==> config.mk <==
export PLATFORM = sky130hd
export DESIGN_NAME = div_sequencer
export DESIGN_NICKNAME = d
export VERILOG_FILES = /design/src/rtl/div_pkg.sv /design/src/rtl/div_step.sv /design/src/rtl/div_sequencer.sv
export SDC_FILE = /design/constraint.sdc
export NUM_CORES = 1
export LEC_CHECK = 0
export ABC_AREA = 1
export CAP_MARGIN = 20
export CORE_MARGIN = 4
export CORE_UTILIZATION = 40
export CTS_BUF_LIST = sky130_fd_sc_hd__clkbuf_8
export DETAILED_ROUTE_END_ITERATION = 7
export PLACE_DENSITY = 0.58
export SKIP_CTS_REPAIR_TIMING = 1
export SYNTH_ARGS = -nofsm -noshare
export SYNTH_HDL_FRONTEND = slang
export SYNTH_HIERARCHICAL = 1
export SYNTH_SLANG_ARGS = --single-unit
==> constraint.sdc <==
create_clock -name clk -period 3.55 [get_ports clk]
set_input_delay 1.065 -clock clk [delete_from_list [all_inputs] [get_ports clk]]
set_output_delay 1.065 -clock clk [all_outputs]
set_load 0.1 [all_outputs]
==> src/rtl/div_pkg.sv <==
// Shared definitions for the multi-cycle divider: sequencer state
// encodings, the DIV/DIVU aluop codes used by ID and EX, and default sizes.
package div_pkg;

    // Default operand width and step-counter width (2**CNT_W must exceed WIDTH).
    localparam int DIV_WIDTH = 32;
    localparam int DIV_CNT_W = 6;

    // Aluop codes decoded in ID and steered to this block from EX.
    localparam logic [7:0] ALUOP_DIV  = 8'b0001_1010;
    localparam logic [7:0] ALUOP_DIVU = 8'b0001_1011;

    // Sequencer states.
    typedef enum logic [1:0] {
        DIV_IDLE = 2'b00,
        DIV_ZERO = 2'b01,
        DIV_BUSY = 2'b10,
        DIV_DONE = 2'b11
    } div_state_e;

endpackage : div_pkg

==> src/rtl/div_step.sv <==
// One restoring shift-subtract iteration. The working partial remainder is
// WIDTH+1 bits wide. The stored remainder fits in WIDTH bits because it always
// stays below the divisor magnitude.
module div_step #(
    parameter int WIDTH = 32
) (
    input  logic [WIDTH-1:0] rem_i,
    input  logic             bit_i,
    input  logic [WIDTH-1:0] divisor_i,
    output logic [WIDTH-1:0] rem_o,
    output logic             quot_bit_o
);

    logic [WIDTH:0] shifted;
    logic [WIDTH:0] diff;

    // Shift in the next dividend bit, trial-subtract, restore on a negative result.
    always_comb begin
        shifted    = {rem_i, bit_i};
        diff       = shifted - {1'b0, divisor_i};
        quot_bit_o = ~diff[WIDTH];
        // A restored value is below the divisor, so its top bit is always zero.
        rem_o      = diff[WIDTH] ? shifted[WIDTH-1:0] : diff[WIDTH-1:0];
    end

endmodule : div_step

==> src/rtl/div_sequencer.sv <==
// Multi-cycle DIV/DIVU engine that sits beside the EX-stage ALU. It latches
// the operands, runs WIDTH restoring steps on their magnitudes, applies the
// sign fix-up and holds {remainder, quotient} for the HI/LO write path.
module div_sequencer
    import div_pkg::*;
#(
    parameter int WIDTH = DIV_WIDTH,
    parameter int CNT_W = DIV_CNT_W
) (
    input  logic               clk,
    input  logic               rst_n,
    input  logic               start_i,
    input  logic               signed_i,
    input  logic [WIDTH-1:0]   dividend_i,
    input  logic [WIDTH-1:0]   divisor_i,
    input  logic               annul_i,
    output logic [2*WIDTH-1:0] result_o,
    output logic               ready_o,
    output logic               stallreq_o
);

    localparam logic [CNT_W-1:0] LAST_STEP = CNT_W'(WIDTH - 1);

    div_state_e        state_q, state_d;
    logic [CNT_W-1:0]  cnt_q, cnt_d;
    // Holds the dividend magnitude. Its bits leave at the top while quotient
    // bits enter at the bottom, so after WIDTH steps it holds the quotient.
    logic [WIDTH-1:0]  dvd_q, dvd_d;
    logic [WIDTH-1:0]  dsr_q, dsr_d;
    logic [WIDTH-1:0]  rem_q, rem_d;
    logic              neg_quot_q, neg_quot_d;
    logic              neg_rem_q, neg_rem_d;
    logic [2*WIDTH-1:0] result_q, result_d;

    logic [WIDTH-1:0]  step_rem;
    logic              step_qbit;
    logic [WIDTH-1:0]  quot_raw;
    logic [WIDTH-1:0]  quot_fix;
    logic [WIDTH-1:0]  rem_fix;
    logic [WIDTH-1:0]  dividend_mag;
    logic [WIDTH-1:0]  divisor_mag;

    div_step #(
        .WIDTH(WIDTH)
    ) u_step (
        .rem_i     (rem_q),
        .bit_i     (dvd_q[WIDTH-1]),
        .divisor_i (dsr_q),
        .rem_o     (step_rem),
        .quot_bit_o(step_qbit)
    );

    // Operand magnitudes and the final sign fix-up.
    // Unary minus is the same operation as ~x + 1.
    always_comb begin
        dividend_mag = (signed_i && dividend_i[WIDTH-1]) ? -dividend_i : dividend_i;
        divisor_mag  = (signed_i && divisor_i[WIDTH-1])  ? -divisor_i  : divisor_i;
        quot_raw     = {dvd_q[WIDTH-2:0], step_qbit};
        quot_fix     = neg_quot_q ? -quot_raw : quot_raw;
        rem_fix      = neg_rem_q  ? -step_rem : step_rem;
    end

    // Next-state and datapath updates. A flush overrides everything else.
    always_comb begin
        // NOTE: every signal gets its hold value first, so no path infers a latch.
        state_d    = state_q;
        cnt_d      = cnt_q;
        dvd_d      = dvd_q;
        dsr_d      = dsr_q;
        rem_d      = rem_q;
        neg_quot_d = neg_quot_q;
        neg_rem_d  = neg_rem_q;
        result_d   = result_q;

        case (state_q)
            DIV_IDLE: begin
                if (start_i && !annul_i) begin
                    dvd_d      = dividend_mag;
                    dsr_d      = divisor_mag;
                    rem_d      = '0;
                    cnt_d      = '0;
                    neg_quot_d = signed_i & (dividend_i[WIDTH-1] ^ divisor_i[WIDTH-1]);
                    neg_rem_d  = signed_i & dividend_i[WIDTH-1];
                    state_d    = (divisor_i == '0) ? DIV_ZERO : DIV_BUSY;
                end
            end
            DIV_ZERO: begin
                result_d = '0;
                state_d  = DIV_DONE;
            end
            DIV_BUSY: begin
                if (!start_i) begin
                    // EX withdrew the request mid-divide. Drop the work silently.
                    state_d = DIV_IDLE;
                    cnt_d   = '0;
                end else begin
                    rem_d = step_rem;
                    dvd_d = quot_raw;
                    cnt_d = cnt_q + CNT_W'(1);
                    if (cnt_q == LAST_STEP) begin
                        result_d = {rem_fix, quot_fix};
                        state_d  = DIV_DONE;
                    end
                end
            end
            DIV_DONE: begin
                if (!start_i) begin
                    state_d = DIV_IDLE;
                end
            end
            default: begin
                state_d = DIV_IDLE;
            end
        endcase

        if (annul_i) begin
            state_d  = DIV_IDLE;
            cnt_d    = '0;
            result_d = result_q;
        end
    end

    // State and datapath registers.
    always_ff @(posedge clk or negedge rst_n) begin
        if (!rst_n) begin
            state_q    <= DIV_IDLE;
            cnt_q      <= '0;
            dvd_q      <= '0;
            dsr_q      <= '0;
            rem_q      <= '0;
            neg_quot_q <= 1'b0;
            neg_rem_q  <= 1'b0;
            result_q   <= '0;
        end else begin
            // NOTE: non-blocking assignments let every register see pre-edge values.
            state_q    <= state_d;
            cnt_q      <= cnt_d;
            dvd_q      <= dvd_d;
            dsr_q      <= dsr_d;
            rem_q      <= rem_d;
            neg_quot_q <= neg_quot_d;
            neg_rem_q  <= neg_rem_d;
            result_q   <= result_d;
        end
    end

    assign result_o   = result_q;
    assign ready_o    = (state_q == DIV_DONE);
    assign stallreq_o = start_i & ~ready_o & ~annul_i;

endmodule : div_sequencer

# Yosys cells after proc, flatten, opt, wreduce, memory -nomap -nowiden
# Cells that the tools add are included.
# totals
regBits	170
inputBits	69
output_inout_bits	66
word_cells	71
# classes
add_sub_neg	6
eq_ne	10
muxes	25
bitwise_logic	8
reduce_logical	14
# op_table
cell	count
two-way mux 32 bit	9
two-way mux 64 bit	2
negator 32 bit	4
case mux 32 bit (2 select lines)	2
case mux 64 bit (2 select lines)	1
subtractor 33 x 32 -> 33 bit	1
logical NOT 32 bit	1
two-way mux 6 bit	3
two-way mux 2 bit	6
case mux 6 bit (2 select lines)	1
case mux 2 bit (4 select lines)	1
adder 6 x 1 -> 6 bit, second input constant	1
== test 6 x 5 -> 1 bit, second input constant	1
!= test 2 bit, second input constant	3
!= test 3 bit, second input constant	2
AND reduction 3 bit	2
bitwise AND 1 bit	4
== test 2 bit, second input constant	2
!= test 4 bit, second input constant	1
AND reduction 2 bit	2
AND reduction 4 bit	1
nonzero test 2 bit	2
logical AND 1 bit	3
NOT 1 bit	3
5 further kinds	5

# Depth between registers and ports, before layout
# depth
depth_word	7
depth_mapped	27
mapped_depth_nobuf	26

# Modules after synthesis
# Netlist, hierarchy kept.
# modules_own_cells
mod	instances	cells_per_inst	area_each_um2	seq_area_each_um2
div_sequencer	1	1505	10421.2	4254.1
div_step	1	680	3150.5	0.0

# Worst setup path after synthesis
# No wires, ideal clock.
# synth_timing
path_type	input port to output port
startpoint	input annul_i
endpoint	output stallreq_o
arrival_time_ns	2.561
required_time_ns	2.485
setup_slack_ns	-0.076
path_stages	3
n_path_buf	0
cell_sequence	inv_1 > nand2_1 > nor2_1
# synth_via
elab_chain_cells	2
# synth_lines
item	line_no	rtl
from (decl)	div_sequencer.sv:16	input logic annul_i,
NOT 1 bit (no source line)	-	
bitwise AND 1 bit	div_sequencer.sv:149	assign stallreq_o = start_i & ~ready_o & ~annul_i;
to (decl)	div_sequencer.sv:19	output logic stallreq_o
# Every way passes these cells.

# Final worst setup path
# layout_timing
startpoint	register dvd_q[31]
endpoint	register result_q[44], in the netlist result_o[44]
# layout_via
elab_chain_cells	7
# layout_lines
item	line_no	rtl
from (decl)	div_sequencer.sv:28	logic [WIDTH-1:0] dvd_q, dvd_d;
from (signal assigned)	div_sequencer.sv:138	dvd_q <= dvd_d;
subtractor 33 x 32 -> 33 bit	div_step.sv:20	diff = shifted - {1'b0, divisor_i};
two-way mux 32 bit *	div_step.sv:23	rem_o = diff[WIDTH] ? shifted[WIDTH-1:0] : diff[WIDTH-1:0];
net step_rem[0]	div_sequencer.sv:35	logic [WIDTH-1:0] step_rem;
negator 32 bit *	div_sequencer.sv:60	rem_fix = neg_rem_q ? -step_rem : step_rem;
two-way mux 32 bit *	div_sequencer.sv:60	
two-way mux 64 bit *	div_sequencer.sv:100	if (cnt_q == LAST_STEP) begin
two-way mux 64 bit *	div_sequencer.sv:92	if (!start_i) begin
case mux 64 bit (2 select lines) *	div_sequencer.sv:75	case (state_q)
to (signal assigned)	div_sequencer.sv:143	result_q <= result_d;
to (decl)	div_sequencer.sv:33	logic [2*WIDTH-1:0] result_q, result_d;
# Mark *: on every way through the listed nets, which the timed path passes. The rest lies on a longest branch. The select of a mux whose other input is x is not followed.
# A chain may end at the register's enable or synchronous reset.

==> metrics.log <==
[metrics] Yosys warnings: 6
[metrics] detailed-route vias per instance: 5.10
[metrics] clock tree from TritonCTS: yes
[metrics] list of most frequent post-synthesis cells: sky130_fd_sc_hd__nand2_1 (819), sky130_fd_sc_hd__inv_1 (286), sky130_fd_sc_hd__nor2_1 (204)
[metrics] count of pins over their slew limit: 0
[metrics] leading post-synthesis cells by cell area: sky130_fd_sc_hd__dfrtp_1 (31%), sky130_fd_sc_hd__nand2_1 (23%), sky130_fd_sc_hd__inv_1 (7.9%)
[metrics] first element of the critical path: dvd_q[31]$_DFFE_PN0P_
[metrics] arrival time of data at the critical path endpoint: 3670 ps
[metrics] antenna-violating nets left: 0
[metrics] largest net degree at the start of global routing: 70
[metrics] total congestion overflow: 0
[metrics] number of flops mapped to enable cells by yosys: 0
[metrics] Hold Path Class: input port to async pin
[metrics] worst r2r path cells: 25
[metrics] endpoints failing setup: 0
[metrics] post-synthesis sequential area ratio: 31.3%
[metrics] DP Wirelength: 35.5 mm
[metrics] die outline height: 192 um
[metrics] Max Clock Skew: 18.5 ps
[metrics] wire length of the first global-routing pass: slightly above 70 mm
[metrics] number of input and output port buffers inserted: between 100 and 150
[metrics] maximum number of buffers from clock root to sink: 2
[metrics] time the worst path needs with I/O delays and setup: 3290 ps
[metrics] cell area after synthesis: 13600 um2
[metrics] Placement Rows: 67
[metrics] CP top delay family: simple AND/OR/NAND/NOR gates
[metrics] H-tree levels: 4
[metrics] gate count of the mapped netlist: 2185
[metrics] number of antenna violations at the first check in global routing: 0
[metrics] wire length reported by the detailed router: roughly 45 mm
[metrics] Num CTS Buffers: 17
[metrics] GP Congestion: 0.940
[metrics] average cell area after synthesis: 6.21 um2
[metrics] number of buffers and inverters on the critical path: 4
[metrics] number of different library cells in the post-synthesis netlist: 45
[metrics] GRT Total Usage: 24.3%
[metrics] most used standard cell by instance count after synthesis: sky130_fd_sc_hd__nand2_1
[metrics] Clock Sink Count: 170
[metrics] layout cell share with drive strength beyond 1: 9.13%
[metrics] share of flip-flops with an asynchronous set or reset after synthesis: 100%
[metrics] Primary FF master, synth: sky130_fd_sc_hd__dfrtp_1
[metrics] critical path required time: 3930 ps
[metrics] DRC violation count after routing: 0
[metrics] worst slew margin relative to its limit: 46.9%
[metrics] share of Yosys cell area claimed by the top area cell type: 31.3%
[metrics] Antenna Diode Count: 0
[metrics] clock-pin slew of the registers on the worst-case setup and hold paths: roughly 100 ps
[metrics] Clk Tree Root Cell: sky130_fd_sc_hd__clkbuf_8
[metrics] horizontal extent of the die: 192 um
[metrics] number of cells on the critical path: 25
[metrics] post-synthesis net count: approximately 2300
[metrics] WL per Instance: ~16 um
[metrics] nets: 2428
[metrics] clock latency reported for the late side of the worst-skew pair: 500 ps
[metrics] category of the worst setup path launch point: register
[metrics] num ports: around 140
[metrics] run status: finished, final reports clean
[metrics] Setup WS post-layout: 259 ps
[metrics] final hold violation count: 0
[metrics] Tcrit/Tclk final: between 90% and 100%
[metrics] longest individual stage delay on the worst path: 380 ps
[metrics] cell at the slowest stage of the critical path: sky130_fd_sc_hd__dfrtp_1
[metrics] DRC marker count from the first detailed-route iteration: 1022
[metrics] Worst Setup End Kind: register
[metrics] core region area: 33500 um2
[metrics] leading area contributor after synthesis: sky130_fd_sc_hd__dfrtp_1
[metrics] DR vias: 14200
[metrics] number of optimization iterations in the first detailed-route pass: 5
[metrics] synthesis-to-layout area growth: 17.2%
[metrics] cell mode on critical path: sky130_fd_sc_hd__nand2_1
[metrics] Die Area: 36900 um2
[metrics] register bit total from synthesis: 170
[metrics] number of global-route vias before repair: between 10000 and 15000
[metrics] critical path peak fanout: 5
[metrics] Critical R2R Launch: dvd_q[31]$_DFFE_PN0P_
[metrics] Max Cap Violations: 0
[metrics] starting utilization of the core area: 40.5%
[metrics] Setup Crit Path Kind: register to register
[metrics] Achievable Freq: 0.304 GHz
[metrics] post-place setup slack: -79.2 ps
[metrics] slew at the pin closest to its max-slew limit: 797 ps
## routing by layer
layer  routed length, um  track usage, %
met1               19300            31.0
met2               21900            42.0
met3                2020            3.27
met4                1520            8.72
met5                   0               0
## worst reg2reg max path: cells and delay by family, from the launching register on
| kind | cells | cell delay [ps] |
|---|---|---|
| buf+inv | 4 | 360 |
| fa+ha+maj | 3 | 760 |
| simple gates | 15 | 1280 |
| compound gates | 3 | 410 |
| flops | 1 | 380 |
## worst paths after layout
kind | endpoint | slack [ps]
min reg2reg | result_o[56]$_DFFE_PN0P_ | 490
min | dsr_q[22]$_DFFE_PN0P_ | 490
max reg2reg | result_o[44]$_DFFE_PN0P_ | 260
max in group asynchronous | dvd_q[26]$_DFFE_PN0P_ | 2270
max | result_o[44]$_DFFE_PN0P_ | 260
min in group clk | result_o[56]$_DFFE_PN0P_ | 490
## cells in the final DEF, fill, tap and decap left out, types with 48 or more instances in the layout
master	instances
sky130_fd_sc_hd__nand3_1	173
sky130_fd_sc_hd__inv_1	284
sky130_fd_sc_hd__buf_4	101
sky130_fd_sc_hd__xor2_1	48
sky130_fd_sc_hd__nand2_1	813
sky130_fd_sc_hd__o21ai_0	125
sky130_fd_sc_hd__clkdlybuf4s50_1	67
sky130_fd_sc_hd__dfrtp_1	170
sky130_fd_sc_hd__a21oi_1	80
sky130_fd_sc_hd__nor2_1	194
## per-stage QoR
step                      instances  utilization [%]  hold WS, ps  area, um2  setup TNS (ps)
after CTS                      2774             46.7          469      15700            -128
final                          2782             47.4          486      15900               0
after detailed placement       2742             45.6          466      15300            -113
after global placement         2742             45.6          468      15300           -50.6
after floorplan                2185                -          449      13600               0
after global routing           2782             47.4          488      15900           -78.6
## registers in the layout, summed over array words and instances (netlist names)
signal and flops:
cnt_q 6, dsr_q 32, dvd_q 32, neg_quot_q 1
neg_rem_q 1, rem_q 32, result_o 64, state_q 2
## layout make-up
cell class                 instances  area, um2
inverter                         294       1110
clock inverter                    13        116
multi-input combinational       1661       8030
fill                            3637      17600
tap                              448        561
timing repair buffer             177       1580
sequential                       170       4250
clock buffer                      19        262
## cell families after synthesis
logic type      share of synthesized area (%)
compound gates                           11.6
simple gates                             39.2
flops                                    31.3
fa+ha+maj                                3.56
buf+inv                                  10.9
xor+xnor                                 3.36
Power is left out: the tool's default activity adds up to more than one toggle a clock period on the data nets, which glitch-free logic cannot reach.
